**src/rtl/rd53_afe_inj_seq.sv**
```systemverilog
// RD53 AFE injection sequencer: timed S0/S1 pulse bursts with discriminator hit counting.
// Optional ToT measurement of discriminator hits is enabled by defining RD53_AFE_INJ_TOT_EN.
module rd53_afe_inj_seq #(
    parameter int unsigned CNT_W = 8
) (
    input  logic             clk,
    input  logic             rst,
    input  logic             start,
    input  logic             abort,
    input  logic [1:0]       cfg_sel,
    input  logic [CNT_W-1:0] cfg_delay,
    input  logic [CNT_W-1:0] cfg_width,
    input  logic [CNT_W-1:0] cfg_gap,
    input  logic [CNT_W-1:0] cfg_num,
    input  logic             outdis,
    output logic             S0,
    output logic             S1,
    output logic             busy,
    output logic             done,
    output logic [CNT_W-1:0] hit_cnt,
    output logic [CNT_W-1:0] tot_last
);

    typedef enum logic [2:0] {
        ST_IDLE  = 3'd0,
        ST_DELAY = 3'd1,
        ST_PULSE = 3'd2,
        ST_GAP   = 3'd3,
        ST_DONE  = 3'd4
    } state_t;

    state_t           r_state;
    state_t           w_state_nxt;
    logic [CNT_W-1:0] r_cnt;
    logic [CNT_W-1:0] w_cnt_nxt;
    logic [CNT_W-1:0] r_pulses;
    logic [CNT_W-1:0] w_pulses_nxt;
    logic [CNT_W-1:0] r_width;
    logic [CNT_W-1:0] r_gap;
    logic [1:0]       r_sel;
    logic [1:0]       w_sel_nxt;
    logic             r_s0;
    logic             r_s1;
    logic             r_busy;
    logic             r_done;
    logic             w_s0_nxt;
    logic             w_s1_nxt;
    logic             w_busy_nxt;
    logic             w_done_nxt;
    logic             w_accept;

    logic             r_sync1;
    logic             r_sync2;
    logic             r_hit_d;
    logic             w_hit_s;
    logic             w_rise;
    logic             w_active;
    logic [CNT_W-1:0] r_hit_cnt;

    // Programmed duration minus one; zero is treated as a one-cycle phase.
    function automatic logic [CNT_W-1:0] dur_m1(input logic [CNT_W-1:0] v);
        return (v == '0) ? '0 : v - CNT_W'(1);
    endfunction

    assign w_accept = (r_state == ST_IDLE) && start && (cfg_sel != 2'b00) && !abort;
    assign w_sel_nxt = w_accept ? cfg_sel : r_sel;

    // Next-state and registered-output decode.
    always_comb begin
        w_state_nxt  = r_state;
        w_cnt_nxt    = r_cnt;
        w_pulses_nxt = r_pulses;
        w_s0_nxt     = 1'b0;
        w_s1_nxt     = 1'b0;
        w_busy_nxt   = 1'b0;
        w_done_nxt   = 1'b0;

        case (r_state)
            ST_IDLE: begin
                if (w_accept) begin
                    w_pulses_nxt = (cfg_num == '0) ? CNT_W'(1) : cfg_num;
                    if (cfg_delay == '0) begin
                        w_state_nxt = ST_PULSE;
                        w_cnt_nxt   = dur_m1(cfg_width);
                    end else begin
                        w_state_nxt = ST_DELAY;
                        w_cnt_nxt   = cfg_delay - CNT_W'(1);
                    end
                end
            end
            ST_DELAY: begin
                if (r_cnt == '0) begin
                    w_state_nxt = ST_PULSE;
                    w_cnt_nxt   = dur_m1(r_width);
                end else begin
                    w_cnt_nxt = r_cnt - CNT_W'(1);
                end
            end
            ST_PULSE: begin
                if (r_cnt == '0) begin
                    w_state_nxt = ST_GAP;
                    w_cnt_nxt   = dur_m1(r_gap);
                end else begin
                    w_cnt_nxt = r_cnt - CNT_W'(1);
                end
            end
            ST_GAP: begin
                if (r_cnt == '0) begin
                    w_pulses_nxt = r_pulses - CNT_W'(1);
                    if (r_pulses <= CNT_W'(1)) begin
                        w_state_nxt = ST_DONE;
                    end else begin
                        w_state_nxt = ST_PULSE;
                        w_cnt_nxt   = dur_m1(r_width);
                    end
                end else begin
                    w_cnt_nxt = r_cnt - CNT_W'(1);
                end
            end
            ST_DONE: begin
                w_state_nxt = ST_IDLE;
            end
            default: begin
                w_state_nxt = ST_IDLE;
            end
        endcase

        // Abort wins over every transition; counters freeze where they are.
        if (abort) begin
            w_state_nxt  = ST_IDLE;
            w_cnt_nxt    = r_cnt;
            w_pulses_nxt = r_pulses;
        end

        w_s0_nxt   = (w_state_nxt == ST_PULSE) && w_sel_nxt[0];
        w_s1_nxt   = (w_state_nxt == ST_PULSE) && w_sel_nxt[1];
        w_busy_nxt = (w_state_nxt != ST_IDLE);
        w_done_nxt = (w_state_nxt == ST_DONE);
    end

    always_ff @(posedge clk or posedge rst) begin
        if (rst) begin
            r_state  <= ST_IDLE;
            r_cnt    <= '0;
            r_pulses <= '0;
            r_width  <= '0;
            r_gap    <= '0;
            r_sel    <= 2'b00;
            r_s0     <= 1'b0;
            r_s1     <= 1'b0;
            r_busy   <= 1'b0;
            r_done   <= 1'b0;
        end else begin
            r_state  <= w_state_nxt;
            r_cnt    <= w_cnt_nxt;
            r_pulses <= w_pulses_nxt;
            r_sel    <= w_sel_nxt;
            r_s0     <= w_s0_nxt;
            r_s1     <= w_s1_nxt;
            r_busy   <= w_busy_nxt;
            r_done   <= w_done_nxt;
            if (w_accept) begin
                r_width <= cfg_width;
                r_gap   <= cfg_gap;
            end
        end
    end

    // Discriminator synchroniser; outdis idles high so the flops reset to 1.
    always_ff @(posedge clk or posedge rst) begin
        if (rst) begin
            r_sync1 <= 1'b1;
            r_sync2 <= 1'b1;
            r_hit_d <= 1'b0;
        end else begin
            r_sync1 <= outdis;
            r_sync2 <= r_sync1;
            r_hit_d <= w_hit_s;
        end
    end

    assign w_hit_s  = ~r_sync2;
    assign w_rise   = w_hit_s & ~r_hit_d;
    assign w_active = (r_state == ST_PULSE) || (r_state == ST_GAP) || (r_state == ST_DONE);

    always_ff @(posedge clk or posedge rst) begin
        if (rst) begin
            r_hit_cnt <= '0;
        end else if (w_accept) begin
            r_hit_cnt <= '0;
        end else if (w_rise && w_active && !abort && (r_hit_cnt != '1)) begin
            r_hit_cnt <= r_hit_cnt + CNT_W'(1);
        end
    end

`ifdef RD53_AFE_INJ_TOT_EN
    logic             w_fall;
    logic             r_tot_open;
    logic [CNT_W-1:0] r_tot;
    logic [CNT_W-1:0] r_tot_last;

    assign w_fall = ~w_hit_s & r_hit_d;

    // A hit only produces a ToT sample if it both opens and closes while the burst is active.
    always_ff @(posedge clk or posedge rst) begin
        if (rst) begin
            r_tot_open <= 1'b0;
            r_tot      <= '0;
            r_tot_last <= '0;
        end else if (abort || !w_active) begin
            r_tot_open <= 1'b0;
        end else if (w_rise) begin
            r_tot_open <= 1'b1;
            r_tot      <= CNT_W'(1);
        end else if (r_tot_open) begin
            if (w_fall) begin
                r_tot_last <= r_tot;
                r_tot_open <= 1'b0;
            end else if (w_hit_s && (r_tot != '1)) begin
                r_tot <= r_tot + CNT_W'(1);
            end
        end
    end

    assign tot_last = r_tot_last;
`else
    assign tot_last = '0;
`endif

    assign S0      = r_s0;
    assign S1      = r_s1;
    assign busy    = r_busy;
    assign done    = r_done;
    assign hit_cnt = r_hit_cnt;

endmodule

```
**config.mk**
```make
export PLATFORM = sky130hd
export DESIGN_NAME = rd53_afe_inj_seq
export DESIGN_NICKNAME = d
export VERILOG_FILES = /design/src/rtl/rd53_afe_inj_seq.sv
export SDC_FILE = /design/constraint.sdc
export NUM_CORES = 1
export LEC_CHECK = 0
export CORE_MARGIN = 2
export CORE_UTILIZATION = 54
export DETAILED_ROUTE_END_ITERATION = 8
export MAX_ROUTING_LAYER = met4
export PLACE_DENSITY_LB_ADDON = 0.12
export SETUP_SLACK_MARGIN = 0.3
export SLEW_MARGIN = 20
export SYNTH_ARGS = -nofsm -noshare
export SYNTH_HDL_FRONTEND = slang
export SYNTH_SLANG_ARGS = --single-unit
```
**constraint.sdc**
```tcl
create_clock -name clk -period 2.35 [get_ports clk]
set_input_delay 0.705 -clock clk [delete_from_list [all_inputs] [get_ports clk]]
set_output_delay 0.705 -clock clk [all_outputs]
set_load 0.005 [all_outputs]
```
## Word level (Yosys, flattened, before mapping)

Index checks and enable logic that the tools add are counted.

- Input port bits: 39
- Latch bits: 0
- RAM bits: 0
- Register bits after elaboration: 52
- Memories kept: 0
- ROM bits: 0

- Reductions and logical operators: 25
- Magnitude comparators: 1
- Shift operators: 0
- Equal/unequal tests: 10
- Bitwise gates (word level): 4
- Add/sub/neg operators: 7
- Multiply operators: 0
- Mux-type cells: 25
- Div/mod/pow operators: 0

Operators with widths:

| kind | number |
|---|---|
| $mux W8 | 14 |
| $logic_not A8 Y1 | 6 |
| $sub A8 B1 Y8 const B | 6 |
| $pmux W8 S4 | 1 |
| $mux W3 | 6 |
| $pmux W8 S2 | 1 |
| $pmux W3 S4 | 1 |
| $eq A3 B2 Y1 const B | 3 |
| $add A8 B1 Y8 const B | 1 |
| $le A8 B1 Y1 const B | 1 |
| $logic_and A1 B1 Y1 | 8 |
| $ne A8 B8 Y1 const B | 1 |
| $reduce_and A4 Y1 | 2 |
| $eq A3 B3 Y1 const B | 2 |
| $reduce_bool A2 Y1 | 3 |
| $mux W2 | 2 |
| $ne A2 B2 Y1 const B | 2 |
| $reduce_bool A4 Y1 | 1 |
| $eq A3 B1 Y1 const B | 1 |
| $logic_not A3 Y1 | 1 |
| $ne A3 B3 Y1 const B | 1 |
| $not A1 Y1 | 3 |
| $reduce_bool A3 Y1 | 1 |
| $logic_or A1 B1 Y1 | 2 |
| other kinds (2) | 2 |

## Logic depth before layout (Yosys ltp)

Gate-level depths: netlist of run 1.

- Depth after elaboration: 9
- Depth in mapped cells: 9
- Gate-level depth less buffers: 8

## Worst setup path before layout of run 1

Ideal clock, no wire load.

- Path kind: in2reg
- From: in cfg_width[0]
- To: reg r_cnt[3]
- Cell stages on the path: 8
- Slack: 129 ps
- Buffers on the path: 0
- Arrival: 2092 ps
- Required time: 2221 ps
- Cell sequence: inv_1 ha_1 nor2b_1 nand2_1 o41ai_1 o22ai_1 a221oi_1 o21ai_0

- Longest elaborated chain between the ends: 5
- Elaborated cells on any way between the ends: 6
- Classes of those cells: add/sub (1); mux (4); reduce/logical (1)

RTL lines:

| item | RTL line | RTL |
|---|---|---|
| start, declared | 12 | `input logic [CNT_W-1:0] cfg_width,` |
| $sub A8 B1 Y8 or $logic_not A8 Y1 (tied branches) | 62 | `return (v == '0) ? '0 : v - CNT_W'(1);` |
| $mux W8 * | 62 |  |
| $mux W8 * | 82 | `if (cfg_delay == '0) begin` |
| $mux W8 * | 80 | `if (w_accept) begin` |
| $pmux W8 S4 * | 78 | `case (r_state)` |
| end signal, assigned | 155 | `r_cnt <= w_cnt_nxt;` |
| end, declared | 34 | `logic [CNT_W-1:0] r_cnt;` |

Mark *: on every way between the ends. The rest lies on a longest branch, timed or not. The select of a mux whose other input is x is not followed.
A chain may end at the register's enable or synchronous reset.

## Worst setup path after layout of run 1

- From: reg r_gap[0]
- To: reg r_cnt[3]

- Longest elaborated chain between the ends: 4
- Elaborated cells on any way between the ends: 5
- Classes of those cells: add/sub (1); mux (3); reduce/logical (1)

RTL lines:

| item | RTL line | RTL |
|---|---|---|
| start, declared | 39 | `logic [CNT_W-1:0] r_gap;` |
| start signal, assigned | 164 | `r_gap <= cfg_gap;` |
| $sub A8 B1 Y8 or $logic_not A8 Y1 (tied branches) | 62 |  |
| $mux W8 * | 62 |  |
| $mux W8 * | 100 | `if (r_cnt == '0) begin` |
| $pmux W8 S4 * | 78 |  |

Mark *: on every way between the ends. The rest lies on a longest branch, timed or not.

==> metrics, run 1 <==
outcome=completed; Fmax=0.497 GHz; setup_tns=0 ns; Die Area=0.00707 sq mm; DR DRC count=0; area post-placement=0.00437 sq mm; commonest non-fill, non-tap cell in the layout=buf_4; Clock transition at path regs=0.11 ns; register-to-register setup slack=0.34 ns; global-route met3 utilization=4.15%; Max Cap Viol=0; Post-Route WL=9270 microns; IO buf count=50; max incr delay on CP=0.47 ns; GRT Resource Usage Total=27.0%; H-tree Lvls=2; Worst Setup SP=r_gap[0]; P per Cell Area=535 mW/mm^2; Die Width=84.1 microns; worst r2r path cells=7; Worst Skew=0.0180 ns; Fin. Hold Viols=0; GP Congestion=0.972; Yosys top cell area share=36.1%; kind of start point of the critical path=register; Clock Path Buffers=2; WP depth=7; Post-Syn Instances=419; layout cells sized above 1=25.7%; Reg2Reg Capture Point=r_cnt[3]; number of fill cells=474; largest net degree at the start of global routing=27; die height=84.1 microns; total CTS buffers=5; crit share post-route=85.7%; Period minus WS final=2.01 ns; dominant cell type by area after synthesis=dfrtp_1; VDD IR max=0.462 mV; Layout area overhead=38.2%; FF-to-FF Start=r_gap[0]; ANT cells=0; router iterations before antenna repair=5; Synth area leaders=dfrtp_1 36%, nand2_1 6.9%, nor2_1 4.7%, o21ai_0 4.5%, ha_1 3.6%; netlist area before placement=0.00346 sq mm; CTS tree=done; DR vias/cell=5.67; CP bufs+invs=1; Setup crit end kind=register; hold crit path type=reg2reg; Hold WS=0.366 ns; Hold-fix buffers, CTS=0; I/O pin count=59; Post-synth EDFFs=0; Max Slew Vio Count=0; yosys warns=0; met2 global-route usage=45.3%; Std-Cell Rows=29; crit-path max FO=4; first-pass GRT wire length=15300 microns; RSZ-0062 raised after global routing=yes; worst path cell trace=inv_2, ha_4, or4b_4, o21ai_4, o22ai_1, a221oi_1, o21ai_1; fin area=0.00478 sq mm; Seq/Total Area, Yosys=37.7%; Worst path top cell family by delay=compound AO/OA/AOI/OAI gates; Critical Path AT=2.19 ns; Nets=582; final setup fails=0; flop and latch count out of synthesis=52; Clock Sinks=52; most frequent cells in the layout=68 x buf_4, 63 x nand2_1, 47 x dfrtp_1; vias in the first global route=3393; CTS Root Cell=clkbuf_8; core area=0.00628 sq mm; post-DP HPWL=6690 microns; DR vias=3467; initial antenna violation count=0; mean post-synth cell area=8.26 sq um; Yosys cell types=62; CP max stage cell=or4b_4; grt met1 use=34.2%; ys async rst share=100%; CP required=2.53 ns; Leak=0.00208 uW; gr busiest metal=met2; DR WL/cell=15.2 microns; Clock Latency Late Sink=0.31 ns; Starting Density=55.2%; WS Path Type=reg2reg; grt ovf=0; Setup crit end=r_cnt[3]; drt initial violations=231; post-route ant nets=0; most used flip-flop cell after synthesis=dfrtp_1
how the worst min path moves through the flow:
stage / startpoint / end / slack, ns / cells past startpoint
finish: r_sync1 / r_sync2 / 0.37 / 0
CTS: r_sync1 / r_sync2 / 0.37 / 0
floorplan: r_sync1 / r_sync2 / 0.35 / 0
global route: r_sync1 / r_sync2 / 0.38 / 0
detailed placement: r_sync1 / r_sync2 / 0.35 / 0
global placement: r_sync1 / r_sync2 / 0.35 / 0
where the power goes:
| group | switching (uW) | internal (uW) | leakage [uW] |
|---|---|---|---|
| clock | 303 | 213 | 0.0000456 |
| sequential | 170 | 1020 | 0.000653 |
| combinational | 431 | 417 | 0.00138 |
| total | 904 | 1650 | 0.00208 |
layer usage:
layer	up-vias	part of all wire, %
met5	-	0
met4	0	2.4
met3	21	4.6
met2	121	49
met1	1630	44
li1	1695	-
logic make-up after synthesis:
family,count (synthesis),share of synthesized area [%]
compound gates,100,18.3
xor+xnor,17,4.30
other cells,1,0.108
fa+ha+maj,10,3.61
flops,52,37.7
buf+inv,40,5.71
simple gates,191,28.0
mux,8,2.31
synth_stat cells, types with 2 or more instances:
cell type and instances:
a21o_1 2, nor3_1 18, o221ai_1 3, or4_1 2, buf_6 2, o22ai_1 7
nand2_1 64, xor2_1 5, ha_1 10, o21a_1 4, a211oi_1 4, nor3_4 2
dfstp_2 2, nand2b_1 5, buf_4 8, nand3_1 12, buf_2 2, o21ai_0 31
or4b_1 2, xnor2_1 12, a221oi_1 2, dfrtp_1 50, a22oi_1 2, a31oi_1 2
o21ai_1 5, inv_1 17, nor2_1 43, or4_4 2, nor3b_1 6, nor4_1 6
o211ai_1 4, or3_1 9, nor2b_1 3, nand4_1 3, a21oi_1 23, clkbuf_1 11
and3_1 2, mux2i_1 8
final cells by class:
| type | count | area, sq um | area share, % |
|---|---|---|---|
| multi-input cells | 334 | 2160 | 45.3 |
| repair buffers | 123 | 1060 | 22.3 |
| inverters | 17 | 63.8 | 1.33 |
| clock buffers | 6 | 72.6 | 1.52 |
| clock inverters | 2 | 13.8 | 0.288 |
| well taps | 77 | 96.3 | 2.01 |
| flip-flops and latches | 52 | 1310 | 27.3 |
stage by stage:
step	std cells	worst slack, ns	util (%)	power [uW]
final	611	0.336	76.2	2560
after global routing	611	0.252	76.2	2720
after CTS	608	0.217	74.7	2500
after detailed placement	582	-0.383	69.7	1950
after global placement	582	-0.331	69.7	1920
after floorplan	426	0.156	-	1650
state kept, by name (all words and copies together), names as in the netlist, 2 cells and up:
name / cells
hit_cnt: 8
r_cnt: 8
r_gap: 8
r_pulses: 8
r_width: 8
r_state: 3
r_sel: 2
what timing repair did:
item,CTS,global route
setup endpoints to repair,17,14
hold endpoints to repair,0,0
buffers inserted,18,3
pin swaps,22,10
resized for setup,59,23
Note: power is estimated with default switching activity, not from simulation.
==> run 2: changes to the inputs <==
CORE_UTILIZATION = 25   (was 54)
==> metrics, run 2 (synthesis results as in run 1) <==
CP required=2.53 ns (about the same); final setup fails=0 (unchanged); P per Cell Area=595 mW/mm^2 (+11%); worst r2r path cells=8 (+1); CTS Root Cell=clkbuf_16; Clock Latency Late Sink=0.29 ns (-0.02 ns); Critical Path AT=2.24 ns (+0.05 ns); I/O pin count=59 (unchanged); DR DRC count=0 (unchanged); Worst Skew=0.00431 ns (-0.0137 ns); layout cells sized above 1=27.9% (+2.2 points); Max Slew Vio Count=0 (unchanged); Leak=0.00222 uW (+6.8%); Clock transition at path regs=0.07 ns (-0.04 ns); grt ovf=0 (unchanged); crit share post-route=87.6% (+1.9 points); register area=0.00130 sq mm (-0.29%); DR WL/cell=14.4 microns (-5.3%); Clock Sinks=52 (unchanged); outcome=completed; DR vias/cell=4.78 (-16%); Clock Path Buffers=2 (unchanged); pre-CTS WS=-0.352 ns (+0.0314 ns); Setup crit end kind=register; ANT cells=0 (unchanged); total CTS buffers=5 (unchanged); post-route ant nets=0 (unchanged); area of the multi-input gates=0.00222 sq mm (+2.5%); GRT Resource Usage Total=14.6% (-12 points); GP Congestion=0.815 (-16%); hold crit path type=reg2reg; commonest non-fill, non-tap cell in the layout=buf_4; post-route insts no fill=729 (+19%); RSZ-0062 raised after global routing=yes; number of fill cells=1445 (+200%); router iterations before antenna repair=5 (unchanged); CTS tree=done; WS Path Type=in2reg; Fin. Hold Viols=0 (unchanged); Starting Density=25.2% (-30 points); Final Worst Setup Slack=0.292 ns (-0.0440 ns); die height=122 microns (+45%); DR vias=3488 (+0.61%); crit-path max FO=2 (-2); Die Area=0.0148 sq mm (+110%); Fmax=0.486 GHz (-2.1%); Max Cap Viol=0 (unchanged); VDD IR max=0.266 mV (-43%); initial antenna violation count=0 (unchanged); Post-Route WL=10500 microns (+13%); core area=0.0137 sq mm (+120%); Hold-fix buffers, CTS=0 (unchanged); post-DP HPWL=7790 microns (+16%); Power Total=3080 uW (+20%); placed cell count=694 (+19%); drt initial violations=172 (-26%); first-pass GRT wire length=16600 microns (+8.4%); kind of start point of the critical path=primary input; Std-Cell Rows=43 (+48%); Period minus WS final=2.06 ns (+0.0440 ns); fin area=0.00517 sq mm (+8.1%); H-tree Lvls=2 (unchanged); Die Width=122 microns (+45%); largest net degree at the start of global routing=24 (-11%); area post-placement=0.00456 sq mm (+4.2%); vias in the first global route=3371 (-0.65%); IO buf count=50 (unchanged); Hold Path Depth=0 (unchanged); Nets=597 (+2.6%); most frequent cells in the layout=86 x buf_4, 63 x nand2_1, 50 x dfrtp_1; Layout area overhead=49.4%
## run 2: routing by layer
metal	global-route usage [%]	vias to the layer above	part of all wire, %
met1	18.8	1691	47
li1	-	1734	-
met4	2.73	0	1.2
met5	-	-	0
met3	2.34	8	3.1
met2	24.4	55	48
## run 2: area by class of cell
cell class / instances / share of cell area (%)
Timing Repair Buffer: 138 / 22.5
Sequential cell: 52 / 25.2
Inverter: 17 / 1.23
Tap cell: 180 / 4.36
Multi-Input combinational cell: 334 / 42.9
Clock inverter: 3 / 1.33
Clock buffer: 5 / 2.42
## run 2: path summary, 6_finish.rpt
kind	startpoint	endpoint	slack, ns
max in group asynchronous	rst	hit_cnt[7]	1.10
min in group asynchronous	rst	r_pulses[6]	0.74
worst min-delay path	r_sync1	r_sync2	0.36
worst max-delay path	cfg_width[3]	r_cnt[7]	0.29
worst min register to register	r_sync1	r_sync2	0.36
worst max register to register	r_gap[1]	r_cnt[0]	0.31
## run 2: power by group
part           leakage [uW]  switching, uW  internal (uW)
registers          0.000658            164           1020
logic               0.00147            463            458
clock network     0.0000944            355            615
## run 2: metrics by stage
stage | TNS (ns) | utilization [%] | hold slack [ns]
floorplan | 0 | - | 0.345
global placement | -3.03 | 33.2 | 0.347
detailed placement | -3.21 | 33.2 | 0.353
CTS | 0 | 36.4 | 0.364
global route | 0 | 37.7 | 0.360
finish | 0 | 37.7 | 0.357
## run 2: critical path, cell delays in order
cell and delay [ns]:
buf_6 0.09, or4_4 0.54, or4_4 0.43, mux2i_1 0.16
o21ai_1 0.08, a22oi_2 0.15, o21ai_1 0.08
## run 2: repair_timing
action / in CTS / in global routing
pin swaps: 20 / 18
buffers inserted: 20 / 7
endpoints found under the setup margin: 20 / 12
gates resized for setup: 57 / 27
==> variant: new RTL, settings of run 1 <==
Build with the macro `RD53_AFE_INJ_TOT_EN` defined.
--- a/src/rtl/rd53_afe_inj_seq.sv
+++ b/src/rtl/rd53_afe_inj_seq.sv
@@ -1,5 +1,7 @@
 // RD53 AFE injection sequencer: timed S0/S1 pulse bursts with discriminator hit counting.
 // Optional ToT measurement of discriminator hits is enabled by defining RD53_AFE_INJ_TOT_EN.
+`define RD53_AFE_INJ_TOT_EN
+
 module rd53_afe_inj_seq #(
     parameter int unsigned CNT_W = 8
 ) (
Check against the original RTL: not equivalent (a bounded check fails within 10 cycles, from zero or initial values and one cycle with rst high).
==> variant against run 1 <==
Wire length grew 21%. Final area grew 23%. Sequential cell count grew 17. Area after synthesis grew 19%. Total power grew 36%. First-iteration DRC count grew 4.8%. Setup slack lost 0.22 ns. Global-route usage grew 0.54 points. Critical path type unchanged.
==> variant: results <==
[run_status]
status = complete, no violations

[setup_path]
arrival_ns = 2.47
critPathMaxFanout = 4
cp_slowest_stage_delay_ns = 0.50
critPathSlowestCell = or4b_4

[cts]
cts_buffer_depth = 2
cts_buffers = 9
worstSkewPairLatency_ns = 0.36
ctsRootBufferMaster = clkbuf_8
path_clk_slew_ns = 0.09
htreeDepth = 3

[placed_design]
gp_congestion = 0.9659
place_ws_ns = -0.6082
hpwl_um = 7752
dp.cells = 666
port_buffers = 58
placed_cell_area_um2 = 5295

[timing]
fin_skew_ns = 0.01607
relSlewSlack = 0.6750

[global_route]
track_usage = 0.2753
antenna_found_initial = 0
grt_pass1_wl_um = 17980
grt_start_max_net_pins = 70
grt_pass1_vias = 3815

[synth]
ys_types = 69
synth_nets = 513
synth_commonest_cells = dfrtp_1 (67), nand2_1 (61), nor2_1 (55)
postSynthCellCount = 463
ys_async_sr_fraction = 1.000
yosysWarnings = 0
synth_area_leaders = dfrtp_1 (41%), nand2_1 (5.6%), nor2_1 (5.0%)
ys_seq_area_frac = 0.4203

[final_layout]
antenna_cells = 0
num-nets-final = 652
fillerInstances = 462
drive_gt1_frac = 0.3278
instances_no_fill = 706
multi_input_area_um2 = 2511

[pwr]
peakVddDrop_uv = 440.6
p_leak_nw = 2.556

[route]
firstDrtPassIters = 5
wire_per_inst_um = 15.85
via_per_inst = 5.725
first_iter_violations = 242

[hold_path]
hold_class = flip-flop to flip-flop
==> variant: cell count changes after synthesis, moves of 4 or more <==
cell     delta
dfrtp_1    +17
inv_1       +6
o21ai_0     +7
xnor2_1     +6
buf_4       -8
or3_1       -4
mux2_2      +8
o21ai_1     -5
nor2_1     +12
a21oi_1     -7
==> variant: cell type report <==
type                            instances  area share
Sequential cell                        69      0.2943
Multi-Input combinational cell        357      0.4261
Clock buffer                            9     0.02102
Inverter                               23     0.01826
Tap cell                               99     0.02102
Clock inverter                          7    0.009342
Timing Repair Buffer                  142      0.2100
==> variant: worst paths after layout <==
path                                             start              endpoint  slack (ns)  cells after the start
worst min register to register       r_sync1$_DFF_PP1_     r_sync2$_DFF_PP1_        0.37                      0
max in group asynchronous                          rst     r_sync2$_DFF_PP1_        1.24                      3
min in group asynchronous                          rst  r_state[1]$_DFF_PP0_        0.81                      3
worst max register to register  r_width[1]$_DFFE_PP0N_  r_cnt[4]$_DFFE_PP0P_        0.12                      9
worst max-delay path            r_width[1]$_DFFE_PP0N_  r_cnt[4]$_DFFE_PP0P_        0.12                      9
worst min-delay path                 r_sync1$_DFF_PP1_     r_sync2$_DFF_PP1_        0.37                      0
==> variant: worst max-delay path, delay by kind of cell, from the launching register on <==
family / cells / cell delay (ns)
AO/OA/AOI/OAI: 5 / 0.83
AND/OR/NAND/NOR: 1 / 0.50
flip-flops: 1 / 0.40
buffers and inverters: 2 / 0.25
adder cells (fa/ha/maj): 1 / 0.14
==> variant: cell families (layout without fill, tap and decap cells) <==
group / after synthesis / after routing / synth area share
flops: 69 / 69 / 0.4203
xor+xnor: 22 / 22 / 0.04684
buf+inv: 37 / 181 / 0.03862
simple gates: 207 / 207 / 0.2603
fa+ha+maj: 11 / 11 / 0.03345
mux: 13 / 13 / 0.03406
compound gates: 104 / 104 / 0.1664
==> variant: layer usage <==
metal	track usage	up-vias	wire, um
li1	-	1930	-
met5	-	-	0
met4	0.07197	0	218
met1	0.3617	1950	4855
met2	0.4463	135	5536
met3	0.04564	27	579
==> variant: power by group <==
group          internal (mW)  switching (mW)  total [mW]
combinational          0.538           0.536        1.07
sequential              1.33           0.175        1.50
clock                  0.397           0.514       0.911
==> variant: timing repair <==
action,in CTS,in global routing
buffers inserted,11,13
endpoints found under the setup margin,25,20
pin swaps,23,26
gates resized for setup,66,38
